==> config.mk <==
export PLATFORM = sky130hd
export DESIGN_NAME = simple_pipe_flat
export DESIGN_NICKNAME = d
export VERILOG_FILES = /design/src/rtl/simple_pipe_pkg.sv /design/src/rtl/simple_pipe_if.sv /design/src/rtl/simple_pipe_stage.sv /design/src/rtl/simple_pipe.sv /design/src/flat_wrapper.sv
export SDC_FILE = /design/constraint.sdc
export NUM_CORES = 1
export LEC_CHECK = 0
export CAP_MARGIN = 10
export CELL_PAD_IN_SITES_DETAIL_PLACEMENT = 0
export CELL_PAD_IN_SITES_GLOBAL_PLACEMENT = 1
export CORE_UTILIZATION = 34
export CTS_BUF_LIST = sky130_fd_sc_hd__clkbuf_8
export DETAILED_ROUTE_END_ITERATION = 10
export PLACE_DENSITY_LB_ADDON = 0.1
export SYNTH_ARGS = -nofsm -noshare
export SYNTH_HDL_FRONTEND = slang
export SYNTH_SLANG_ARGS = --single-unit
==> constraint.sdc <==
create_clock -name tau2015_clk -period 1.4 [get_ports tau2015_clk]
set_clock_uncertainty 0.15 [all_clocks]
set_input_delay 0.35 -clock tau2015_clk [delete_from_list [all_inputs] [get_ports tau2015_clk]]
set_output_delay 0.35 -clock tau2015_clk [all_outputs]
set_load 0.005 [all_outputs]
==> src/rtl/simple_pipe_pkg.sv <==
// Shared defaults and the per-lane state-update function for simple_pipe.
package simple_pipe_pkg;

    localparam int WIDTH_DEF  = 8;
    localparam int DEPTH_DEF  = 3;
    localparam bit INVERT_DEF = 1'b1;

    // Lane update: the flop sets only when both operands are high and it was low.
    function automatic logic lane_f(input logic a, input logic b, input logic q);
        return a & b & ~q;
    endfunction

endpackage

==> src/rtl/simple_pipe_if.sv <==
// Handshake bundle between simple_pipe and its producer/consumer.
interface simple_pipe_if
    import simple_pipe_pkg::*;
#(
    parameter int WIDTH = WIDTH_DEF
);
    logic             in_valid;
    logic             in_ready;
    logic [WIDTH-1:0] inp1;
    logic [WIDTH-1:0] inp2;
    logic             clear;
    logic             out_valid;
    logic             out_ready;
    logic [WIDTH-1:0] out;
    logic [WIDTH-1:0] state_q;

    modport master (
        output in_valid, inp1, inp2, clear, out_ready,
        input  in_ready, out_valid, out, state_q
    );

    modport slave (
        input  in_valid, inp1, inp2, clear, out_ready,
        output in_ready, out_valid, out, state_q
    );
endinterface

==> src/rtl/simple_pipe_stage.sv <==
// One elastic register stage: captures the upstream word whenever it advances.
module simple_pipe_stage
    import simple_pipe_pkg::*;
#(
    parameter int WIDTH = WIDTH_DEF
) (
    input  logic             clk_i,
    input  logic             rst_i,
    input  logic             v_i,
    input  logic [WIDTH-1:0] d_i,
    input  logic             adv_i,
    output logic             v_o,
    output logic [WIDTH-1:0] d_o
);

    logic             v_q, v_d;
    logic [WIDTH-1:0] d_q, d_d;

    // Next state: on advance take the upstream valid; data is only captured with a valid word.
    always_comb begin
        v_d = v_q;
        d_d = d_q;
        if (adv_i) begin
            v_d = v_i;
            if (v_i) begin
                d_d = d_i;
            end
        end
    end

    // Stage registers with synchronous reset.
    always_ff @(posedge clk_i) begin
        if (rst_i) begin
            v_q <= 1'b0;
            d_q <= '0;
        end else begin
            v_q <= v_d;
            d_q <= d_d;
        end
    end

    assign v_o = v_q;
    assign d_o = d_q;

endmodule

==> src/rtl/simple_pipe.sv <==
// WIDTH-lane feedback-flop array feeding a DEPTH-stage valid/ready output pipeline.
module simple_pipe
    import simple_pipe_pkg::*;
#(
    parameter int WIDTH      = WIDTH_DEF,
    parameter int DEPTH      = DEPTH_DEF,
    parameter bit INVERT_OUT = INVERT_DEF
) (
    input  logic         tau2015_clk,
    input  logic         rst,
    simple_pipe_if.slave bus
);

    logic [WIDTH-1:0] lane_q, lane_d;
    logic [WIDTH-1:0] q_base;
    logic [WIDTH-1:0] q_new;
    logic [WIDTH-1:0] word;
    logic             in_ready_w;
    logic             acc;

    logic [DEPTH-1:0] v;
    logic [DEPTH-1:0] adv;
    logic [WIDTH-1:0] d [DEPTH];

    // A stage may advance when it or any stage downstream of it has room, or the sink pops.
    // Written as a reduction over the valid vector so the chain has no self-referencing net.
    for (genvar g = 0; g < DEPTH; g++) begin : g_adv
        assign adv[g] = bus.out_ready | ~(&v[DEPTH-1:g]);
    end

    assign in_ready_w = adv[0] & ~rst;
    assign acc        = bus.in_valid & in_ready_w;

    // Lane update; a simultaneous clear zeroes the old state before the accept uses it.
    always_comb begin
        q_base = bus.clear ? '0 : lane_q;
        q_new  = '0;
        for (int k = 0; k < WIDTH; k++) begin
            q_new[k] = lane_f(bus.inp1[k], bus.inp2[k], q_base[k]);
        end
        word = INVERT_OUT ? ~q_new : q_new;
        if (acc) begin
            lane_d = q_new;
        end else if (bus.clear) begin
            lane_d = '0;
        end else begin
            lane_d = lane_q;
        end
    end

    // Lane state register; reset wins over clear and accept.
    always_ff @(posedge tau2015_clk) begin
        if (rst) begin
            lane_q <= '0;
        end else begin
            lane_q <= lane_d;
        end
    end

    for (genvar g = 0; g < DEPTH; g++) begin : g_stage
        if (g == 0) begin : g_first
            simple_pipe_stage #(.WIDTH(WIDTH)) u_stage (
                .clk_i (tau2015_clk),
                .rst_i (rst),
                .v_i   (acc),
                .d_i   (word),
                .adv_i (adv[g]),
                .v_o   (v[g]),
                .d_o   (d[g])
            );
        end else begin : g_rest
            simple_pipe_stage #(.WIDTH(WIDTH)) u_stage (
                .clk_i (tau2015_clk),
                .rst_i (rst),
                .v_i   (v[g-1]),
                .d_i   (d[g-1]),
                .adv_i (adv[g]),
                .v_o   (v[g]),
                .d_o   (d[g])
            );
        end
    end

    assign bus.in_ready  = in_ready_w;
    assign bus.out_valid = v[DEPTH-1];
    assign bus.out       = d[DEPTH-1];
    assign bus.state_q   = lane_q;

endmodule

==> src/flat_wrapper.sv <==
// flat-port wrapper written by rule: the top's interface ports become plain ports
module simple_pipe_flat import simple_pipe_pkg::*;
#(
    parameter int WIDTH      = WIDTH_DEF,
    parameter int DEPTH      = DEPTH_DEF,
    parameter bit INVERT_OUT = INVERT_DEF
)
  (tau2015_clk, rst, bus_in_valid, bus_inp1, bus_inp2, bus_clear, bus_out_ready, bus_in_ready, bus_out_valid, bus_out, bus_state_q);
  simple_pipe_if #(.WIDTH(WIDTH)) bus_i ();
  input  logic tau2015_clk;
  input  logic rst;
  input wire logic [$bits(bus_i.in_valid)-1:0] bus_in_valid;
  input wire logic [$bits(bus_i.inp1)-1:0] bus_inp1;
  input wire logic [$bits(bus_i.inp2)-1:0] bus_inp2;
  input wire logic [$bits(bus_i.clear)-1:0] bus_clear;
  input wire logic [$bits(bus_i.out_ready)-1:0] bus_out_ready;
  output wire logic [$bits(bus_i.in_ready)-1:0] bus_in_ready;
  output wire logic [$bits(bus_i.out_valid)-1:0] bus_out_valid;
  output wire logic [$bits(bus_i.out)-1:0] bus_out;
  output wire logic [$bits(bus_i.state_q)-1:0] bus_state_q;
  assign bus_i.in_valid = bus_in_valid;
  assign bus_i.inp1 = bus_inp1;
  assign bus_i.inp2 = bus_inp2;
  assign bus_i.clear = bus_clear;
  assign bus_i.out_ready = bus_out_ready;
  assign bus_in_ready = bus_i.in_ready;
  assign bus_out_valid = bus_i.out_valid;
  assign bus_out = bus_i.out;
  assign bus_state_q = bus_i.state_q;
  simple_pipe #(.WIDTH(WIDTH), .DEPTH(DEPTH), .INVERT_OUT(INVERT_OUT)) u_core (.tau2015_clk(tau2015_clk), .rst(rst), .bus(bus_i));
endmodule
==> impl_metrics.tcl <==
set metrics [dict create \
    vias 1220 \
    period_minus_slack_ns 1.52 \
    dr.first_iter.drc_count 76 \
    ff2ff_path_depth 6 \
    rsz0062_at_grt "yes" \
    synth_seq_cells 35 \
    instances_no_fill 254 \
    end_kind "register" \
    place.gp.congestion 0.647 \
    boundaryPins 39 \
    dieArea_um2 4910 \
    slew_viol_final 0 \
    cts_buffer_depth 2 \
    dr.pass1.iters 3 \
    numCtsBuffers 5 \
    num_antenna_cells 0 \
    fp-row-count 24 \
    ys_seq_area_frac 0.444 \
    core_area_um2 4410 \
    cts-root-buf "clkbuf_8" \
    synthArstFlopShare 0 \
    reg2reg_slack_ns -0.12 \
    nets 222 \
    antenna_found_initial 0 \
    cts_hold_buf 0 \
    yosys-top-cells-count "35 x dfxtp_1, 24 x mux2i_1, 24 x nand2b_1" \
    htree_levels 2 \
    overflow 0 \
    power_mw 2.00 \
    yosys_most_used_dff "dfxtp_1" \
    dpl.hpwl_um 2200 \
    setup_violations 17 \
    violations "setup timing" \
    yosysTopAreaCellShare 0.444 \
    grt_max_degree 17 \
    clock_latency_ns 0.28 \
    hold_violations 0 \
    die_y_um 70.1 \
    setup_tns_ns -1.26 \
    hold_path_class "primary input to register" \
    numClockSinks 35 \
    post-route-period-util 1.08 \
    cts.clk_slew.worst_paths_ns 0.07 \
    critPathLaunch "u_core.g_stage[2].g_rest.u_stage.v_o" \
    arrival_ns 1.57 \
    wl_um 3370 \
    setup.worst_path.end "u_core.bus.state_q[2]" \
    p_leak_nw 0.874 \
    start_util 0.357 \
    fmax_mhz 659 \
    syn-num-nets 182 \
    yosys_warnings 0 \
    layout_setup_ws_ns -0.117 \
    num-fill-cells 411 \
    grt_pass1_wl_um 5670 \
    status "complete, but fails checks" \
    r2r_end "u_core.bus.state_q[2]" \
    yosysMostFrequentCell "dfxtp_1" \
    worstPathRequired_ns 1.45 \
    timing.hold.ws_ns 0.309 \
    cts_tree "yes" \
    syn_to_final_growth_pct 36.3 \
    io_buffers 38 \
    synth_area_um2 1580 \
    drcViolationCount 0 \
    yosysUniqueCellTypes 20 \
    synth_area_leaders "dfxtp_1 44%, mux2i_1 15%, nand2b_1 9.5%" \
    via_per_inst 4.80 \
    drtAntennaViolNets 0 \
    grt_pass1_vias 1227 \
    relSlewSlack 0.779 \
    worstSetupPathType "register to register" \
    syn-instance-count 161 \
    worstMarginPinSlew_ns 0.332 \
    dieWidth_um 70.1 \
    pwr_density_cell_nw_per_um2 930 \
    synth-edff-count 0 \
    dpl.cell_count 242 \
    r2r-start "u_core.g_stage[2].g_rest.u_stage.v_o" \
    min_from "bus_in_valid" \
    post-place-ws_ns -0.746 \
    cp_max_fo 8 \
    critPathLaunchType "register" \
    wl_per_cell_um 13.3 \
    max-vdd-ir-drop_v 0.000335 \
    synth_top_area_cell "dfxtp_1" \
    drv_cap 0 \
    grt_use_total 0.147 \
    synth_area_per_cell_um2 9.79 \
    drive_gt1_frac 0.243 \
]
critical path: stages (launching register included):
cell and delay (ns):
dfxtp_2 0.32, nor2b_4 0.12, buf_6 0.13, a311oi_4 0.21, buf_6 0.16, buf_12 0.14, mux2i_2 0.21
worst min path at each step:
| stage | to | cells past startpoint |
|---|---|---|
| 2_1_floorplan | u_core.g_stage[2].g_rest.u_stage.d_o[1] | 2 |
| 3_3_place_gp | u_core.g_stage[1].g_rest.u_stage.d_o[6] | 2 |
| 3_5_place_dp | u_core.g_stage[2].g_rest.u_stage.d_o[6] | 2 |
| 4_1_cts | u_core.g_stage[0].g_first.u_stage.v_o | 3 |
| 5_1_grt | u_core.g_stage[0].g_first.u_stage.v_o | 3 |
| 6_report | u_core.g_stage[0].g_first.u_stage.v_o | 3 |
stage by stage:
step,util,cell area (um2)
6_report,0.487,2150
5_1_grt,0.487,2150
2_1_floorplan,-,1590
3_3_place_gp,0.451,1990
3_5_place_dp,0.451,1990
4_1_cts,0.485,2140
layer usage:
layer | share of wire | routed length (um) | vias to the layer above | track usage
li1 | - | - | 628 | -
met1 | 0.48 | 1610 | 551 | 0.179
met2 | 0.46 | 1550 | 34 | 0.244
met3 | 0.042 | 140 | 7 | 0.0375
met4 | 0.020 | 68 | 0 | 0.0667
met5 | 0 | 0 | - | 0
repair_timing:
action / 4_1_cts / 5_1_grt
pin swaps: 2 / 0
setup endpoints to repair: 50 / 28
gates cloned: 2 / 0
buffers inserted: 2 / 0
resized for setup: 41 / 4
area by class of cell:
type,instances,area [um2],share of cell area
Clock buffer,5,68.8,0.0320
Clock inverter,3,12.5,0.00582
Inverter,2,7.51,0.00349
Multi-Input combinational cell,106,759,0.354
Sequential cell,35,711,0.331
Tap cell,52,65.1,0.0303
Timing Repair Buffer,51,524,0.244
registers in the layout (all words and copies together), names as in the netlist:
name	cells
u_core.g_stage.g_rest.u_stage.d_o	16
u_core.g_stage.g_first.u_stage.d_o	8
u_core.bus.state_q	8
u_core.g_stage.g_first.u_stage.v_o	1
u_core.g_stage.g_rest.u_stage.v_o	2
logic make-up (layout without fill, tap and decap cells):
logic type	count (synthesis)	count (layout)	synth area share
flops	35	35	0.444
simple gates	52	52	0.196
compound gates	30	30	0.131
mux	24	24	0.152
buf+inv	20	61	0.0762
report_power, final:
group	internal, mW	switching, mW
sequential	1.03	0.0139
clock	0.334	0.343
combinational	0.166	0.109
total	1.53	0.467
placed cells by master, fill, tap and decap left out, drive strengths merged, types with 5 or more instances in the layout:
| cell type | count |
|---|---|
| nand2b | 24 |
| dfxtp | 35 |
| clkdlybuf4s50 | 16 |
| o21ai | 8 |
| dlygate4sd2 | 18 |
| clkbuf | 5 |
| nand3 | 16 |
| buf | 14 |
| mux2i | 24 |
| or2 | 8 |
| a21oi | 10 |
| a31o | 8 |
(Power assumes the default switching activity.)
